--- src/rtl/seq_detect_pkg.sv ---
`default_nettype none
// ============================================================================
// seq_detect_pkg : shared constants, FSM state type and width helper
// Revision : 1.0
// ============================================================================
package seq_detect_pkg;

  localparam int MODE_MEALY = 0;
  localparam int MODE_MOORE = 1;

  typedef enum logic [0:0] {
    FILL  = 1'b0,
    ARMED = 1'b1
  } state_t;

  // Width needed to hold a fill count of 0..n-1; never narrower than 1 bit.
  function automatic int fill_width(input int n);
    return (n <= 2) ? 1 : $clog2(n);
  endfunction

endpackage
`default_nettype wire

--- src/rtl/sat_counter.sv ---
`default_nettype none
// ============================================================================
// sat_counter : up counter that sticks at all ones, with registered sat flag
// Revision : 1.0
// ============================================================================
module sat_counter #(
  parameter int CNT_W = 8
) (
  input  logic             clock,
  input  logic             reset,
  input  logic             inc,
  output logic [CNT_W-1:0] cnt,
  output logic             sat
);

  localparam logic [CNT_W-1:0] c_MAX = '1;

  always_ff @(posedge clock or negedge reset) begin
    if (!reset) begin
      cnt <= '0;
      sat <= 1'b0;
    end else if (inc && !sat) begin
      cnt <= cnt + CNT_W'(1);
      sat <= (cnt == c_MAX - CNT_W'(1));
    end
  end

endmodule
`default_nettype wire

--- src/rtl/seq_detect_param.sv ---
`default_nettype none
// ============================================================================
// seq_detect_param : programmable N-bit serial pattern detector, Mealy/Moore,
//                    overlapping or non-overlapping, with saturating match count
// Revision : 1.0
// ============================================================================
module seq_detect_param
  import seq_detect_pkg::*;
#(
  parameter int           N       = 4,
  parameter int           MODE    = MODE_MEALY,
  parameter int           OVERLAP = 1,
  parameter int           CNT_W   = 8,
  parameter logic [N-1:0] PAT_RST = 4'b1011
) (
  input  logic             clock,
  input  logic             reset,
  input  logic             en,
  input  logic             x_in,
  input  logic             pat_load,
  input  logic [N-1:0]     pat_in,
  output logic             y_out,
  output logic [CNT_W-1:0] match_cnt,
  output logic             cnt_sat,
  output logic             armed
);

  localparam int                c_FILL_W    = fill_width(N);
  localparam logic [c_FILL_W-1:0] c_FILL_LAST = c_FILL_W'(N - 2);

  state_t              r_state;
  logic [c_FILL_W-1:0] r_fill;
  logic [N-2:0]        r_hist;
  logic [N-1:0]        r_pattern;

  logic [N-1:0]        w_cand;
  logic                w_hit;

  // Oldest history bit lands in the MSB, lining up with pattern MSB.
  assign w_cand = {r_hist, x_in};
  assign w_hit  = en && !pat_load && (r_state == ARMED) && (w_cand == r_pattern);
  assign armed  = (r_state == ARMED);

  always_ff @(posedge clock or negedge reset) begin
    if (!reset) begin
      r_state   <= FILL;
      r_fill    <= '0;
      r_hist    <= '0;
      r_pattern <= PAT_RST;
    end else if (pat_load) begin
      r_pattern <= pat_in;
      r_hist    <= '0;
      r_fill    <= '0;
      r_state   <= FILL;
    end else if (en) begin
      case (r_state)
        FILL: begin
          r_hist <= w_cand[N-2:0];
          r_fill <= r_fill + c_FILL_W'(1);
          if (r_fill == c_FILL_LAST) begin
            r_state <= ARMED;
          end
        end
        ARMED: begin
          if (w_hit && (OVERLAP == 0)) begin
            r_hist  <= '0;
            r_fill  <= '0;
            r_state <= FILL;
          end else begin
            r_hist <= w_cand[N-2:0];
          end
        end
        default: begin
          r_state <= FILL;
        end
      endcase
    end
  end

  generate
    if (MODE == MODE_MOORE) begin : g_moore
      logic r_y;
      always_ff @(posedge clock or negedge reset) begin
        if (!reset) begin
          r_y <= 1'b0;
        end else begin
          r_y <= w_hit;
        end
      end
      assign y_out = r_y;
    end else begin : g_mealy
      assign y_out = w_hit;
    end
  endgenerate

  sat_counter #(
    .CNT_W (CNT_W)
  ) u_cnt (
    .clock (clock),
    .reset (reset),
    .inc   (w_hit),
    .cnt   (match_cnt),
    .sat   (cnt_sat)
  );

endmodule
`default_nettype wire

--- config.mk ---
export PLATFORM = sky130hd
export DESIGN_NAME = seq_detect_param
export DESIGN_NICKNAME = d
export VERILOG_FILES = /design/src/rtl/seq_detect_pkg.sv /design/src/rtl/sat_counter.sv /design/src/rtl/seq_detect_param.sv
export SDC_FILE = /design/constraint.sdc
export NUM_CORES = 1
export LEC_CHECK = 0
export ABC_AREA = 1
export CORE_MARGIN = 2
export CORE_UTILIZATION = 46
export DETAILED_ROUTE_END_ITERATION = 8
export PLACE_DENSITY = 0.74
export SYNTH_ARGS = -nofsm -noshare
export SYNTH_HDL_FRONTEND = slang
export SYNTH_SLANG_ARGS = --single-unit
--- constraint.sdc ---
create_clock -name clock -period 1.2 [get_ports clock]
set_input_delay 0.36 -clock clock [delete_from_list [all_inputs] [get_ports clock]]
set_output_delay 0.36 -clock clock [all_outputs]
set_load 0.005 [all_outputs]
After elaboration in Yosys (flattened, before gate mapping)
Index checks and enable logic that the tools add are counted.
Word-level totals
  flip-flop bits (word level): 19
  input bits: 9
  output and inout port bits: 11
Operators by class
  add/subtract/negate cells: 2
  equal/unequal tests: 4
  mux-type cells: 9
  reductions and logical operators: 8
Operator list (count)
  $add A8 B1 Y8 const B: 1
  $eq A8 B8 Y1 const B: 1
  $mux W2: 3
  $mux W3: 2
  $eq A4 B4 Y1: 1
  $logic_and A1 B1 Y1: 4
  $mux W1: 4
  $add A2 B1 Y2 const B: 1
  $eq A2 B2 Y1 const B: 1
  $logic_not A1 Y1: 2
  $ne A2 B2 Y1 const B: 1
  $reduce_and A2 Y1: 1
  $reduce_bool A2 Y1: 1

Depth between registers and ports, before layout
  depth in word-level cells: 5
  depth in mapped cells: 8
  gate-level depth less buffers: 8

Hierarchy
Synthesis repeated with hierarchy kept, for this count alone.
Second synthesis, totals
  cell total of the unflattened synthesis: 112
  area, all modules: 988.4 um^2
By module, submodules not included
  seq_detect_param: instances 1, cells each 59, area each 511.7 um^2
  sat_counter: instances 1, cells each 53, area each 476.7 um^2

Least setup slack after synthesis
OpenSTA, ideal clock, no wires.
  kind: register to output
  from: register r_pattern[3]
  to: output port y_out
  data arrival time: 907 ps
  data required time: 840 ps
  path slack: -67 ps
  cell stages (with the launch flop): 7
  path buffers: 0
  cells stage by stage: dfstp_2 inv_1 nand2_1 nand2_1 nor2_1 nand2_1 nor2_4
Between the ends
  cells in the longest elaborated chain, start to end: 2
Ends and longest elaborated chain
  from (decl): RTL line seq_detect_param.sv:34  | logic [N-1:0] r_pattern;
  from (signal assigned): RTL line seq_detect_param.sv:51  | r_pattern <= pat_in;
  $eq A4 B4 Y1: RTL line seq_detect_param.sv:41  | assign w_hit = en && !pat_load && (r_state == ARMED) && (w_cand == r_pattern);
  $logic_and A1 B1 Y1: RTL line seq_detect_param.sv:41
  to (decl): RTL line seq_detect_param.sv:22  | output logic y_out,
Every way passes these cells.

Worst setup path in the final report
Ends and elaborated chain as after synthesis.

==> results.ini <==
[synthesis]
synth-compound-area-share_pct = 5.54
synth_adder_area_share_pct = 3.32
synth-xor-area-share_pct = 0.775
yosysTopAreaCellShare_pct = 35.4
synth_area_per_cell_um2 = 7.63
yosys.area_share.simple_pct = 36.3
ys_ff_latch = 19
synth_top_family_by_area = simple AND/OR/NAND/NOR gates
synth.area.mux_share_pct = 0
syn_nets = 160
ys_seq_area_share_pct = 42.4
synth.area.top_cells = dfrtp_1, nand2_1, inv_1
syn_area_um2 = 1130
ys_types = 22
synth_top_area_cell = dfrtp_1
synth_cells = 148
ys_warn_count = 0

[pwr]
p_int_mw = 0.936
sw_frac_of_total_pct = 30.2
pwr-share-comb_pct = 23.5
p_switching_mw = 0.406
peakVddDrop_uv = 589
seq_power_share_pct = 51.4
power_leakage_nw = 0.869
clkPwrFrac_pct = 25.1
powerDensity_nw_per_um2 = 780

[detailed_routing]
drt_iter0_drc = 30
totalWireLength_um = 3120
wl_per_cell_um = 13.3
vias = 1171
detail-route-antenna-nets = 0
drt_first_pass_iters = 4
viasPerCell = 5.00
drc = 0

[clocking]
htree_levels = 1
cts_buffers = 3
clkTransAtPathRegs_ps = 110
cts_tree = built
cts.sinks = 19
cts_hold_buf = 0
clk_latency_ps = 300
clockRootBuffer = clkbuf_4
clockBufferDepth = 2

[sta]
setup_violations = 12
maxSlewViolCount = 0
setup_ws_ps = -543
slew_headroom_pct = 79.1
timing.fmax_ghz = 0.574
hold_ws_ps = 377
fin_skew_ps = 1.60
finalCritPeriodShare_pct = 145
fin_crit_ps = 1740
tightest_slew_ps = 312
rsz0062_at_grt = true
final-hold-violation-count = 0

[critical_path]
crit_path_end_kind = output pin
path_cells = inv_2 > nand2_2 > nand2_1 > nor2_1 > nand2_1 > nor2_4 > buf_2
cp_max_fo = 2
max_stage_delay_ps = 560
required_ps = 840
cp-start-kind = register
crit_type = reg2out
critPathBufInv = 2
path_delay_family = flip-flops
crit_path_frequent_cell = nand2_1
cpMaxStageDelayCell = dfstp_2
critPathArrivalTime_ps = 1380

[final_layout]
multi_input_area_um2 = 637
area_growth_pct = 52.2
nFillCells = 169
drive_gt1_share_pct = 41.3
final_nets = 219
layout.cells.non_filler = 234
antenna_cells = 0
ff_latch_area_um2 = 479

[outcome]
outcome = complete, but fails checks
violations = negative setup slack

[placed_design]
gp_congestion = 0.835
portBuffers = 19
place_hpwl_um = 2100
placed_cells = 222

[floorplanning]
io_pins = 20
fp.dieW_um = 53.6
num_rows = 17
start_util_pct = 49.6
coreArea_um2 = 2280
die_area_um2 = 2870
die_y_um = 53.6

[global_routing]
grt_start_max_net_pins = 20
overflow = 0
grt_pass1_vias = 1079
antenna_found_initial = 0
grt_pass1_wl_um = 4730
grt_use_total_pct = 23.0

[job]
drv_cap = 0

[worst_hold_path]
hp-class = in2async

-- logic make-up (layout without fill, tap and decap cells) --
| logic type | after synthesis | after routing |
|---|---|---|
| xor gates and xnor gates | 1 | 1 |
| adders and majority gates | 3 | 3 |
| AOI/OAI and AO/OA | 11 | 11 |
| DFF | 19 | 19 |
| buffers and inverters | 31 | 87 |
| and+or+nand+nor | 83 | 85 |
-- cell type report --
type | count | area share (%)
Sequential cell | 19 | 27.9
Inverter | 29 | 6.33
Clock inverter | 1 | 0.291
Tap cell | 28 | 2.04
Timing Repair Buffer | 54 | 25.1
Clock buffer | 3 | 1.31
Multi-Input combinational cell | 100 | 37.0
-- registers in the layout, summed over array words and instances (netlist names) --
register and flops:
armed 1, r_fill 2, r_hist 3, r_pattern 4, u_cnt.cnt 8, u_cnt.sat 1
-- repair_timing --
item / CTS / global route
cloned: 2 / 0
pin swaps: 8 / 16
buffers inserted: 2 / 4
endpoints found under the setup margin: 25 / 20
resized for setup: 65 / 14
-- cells in the mapped netlist --
cell / number
nand3_1: 10
xnor2_1: 1
inv_1: 26
nor2_1: 9
nand4_1: 9
nand4_2: 1
o22ai_1: 3
nor2_4: 3
ha_1: 3
buf_6: 2
dfstp_2: 3
o32ai_1: 1
nand2_1: 44
inv_2: 3
nand3_2: 1
nand2_2: 2
o21ai_0: 6
nor3_1: 2
nor2_2: 1
a21oi_1: 1
nor2_8: 1
dfrtp_1: 16
-- cells in the final DEF (no fill, tap or decap), types with 2 or more instances in the layout --
master / n
buf_4: 29
dfrtp_1: 16
nand3_4: 2
nor2_4: 9
o22ai_1: 3
nand3_2: 4
nand2_2: 5
nand4_1: 9
nor3_1: 2
dlygate4sd2_1: 3
clkbuf_4: 3
dfstp_2: 3
nor2_1: 4
nor2_2: 2
buf_2: 10
nand3_1: 5
clkdlybuf4s50_1: 5
nand2_1: 40
ha_1: 3
inv_1: 23
buf_6: 6
inv_2: 6
o21ai_0: 5
-- worst reg2reg max path, cell delays in order (launching register included) --
cell and delay (ps):
dfstp_2 560, inv_2 40, nand2_2 60, buf_4 110
nand2_4 70, nor2_4 190, nand4_1 140, nand2_1 90
nand2_1 50
-- routing by layer --
metal  GRT usage [%]  vias up  routed length, um
li1                -      592                  -
met1            29.8      548               1360
met2            39.1       27               1630
met3            4.17        4                100
met4            6.84        0                 24
met5               0        -                  0
-- power by group through the flow --
| stage | sequential, mW | combinational [mW] | clock, mW |
|---|---|---|---|
| final | 0.690 | 0.315 | 0.337 |
| after global routing | 0.692 | 0.343 | 0.364 |
| after CTS | 0.690 | 0.295 | 0.338 |
| after detailed placement | 0.700 | 0.258 | 0 |
| after global placement | 0.697 | 0.244 | 0 |
| after floorplan | 0.698 | 0.132 | 0 |
-- through the flow --
step                total power [mW]  cell area, um2  utilization, %  TNS, ps  setup WS (ps)
floorplan                      0.830            1130               -    -95.2          -66.8
global placement               0.941            1560            68.7    -8450           -913
detailed placement             0.958            1560            68.7    -9550           -939
CTS                             1.32            1640            71.9    -1930           -586
global route                    1.40            1720            75.5    -2940           -633
finish                          1.34            1720            75.5    -2010           -543
-- worst paths after layout --
kind                              start            to  slack, ps  depth (start not counted)
max                        r_pattern[3]         y_out       -540                          7
min                               reset     r_fill[1]        380                          2
max reg2reg                r_pattern[3]  u_cnt.cnt[4]       -220                          8
min reg2reg                r_pattern[0]  r_pattern[0]        560                          2
max in group asynchronous         reset  r_pattern[0]        610                          2
min in group clock         r_pattern[0]  r_pattern[0]        560                          2
Power figures use the tool's default switching activity.
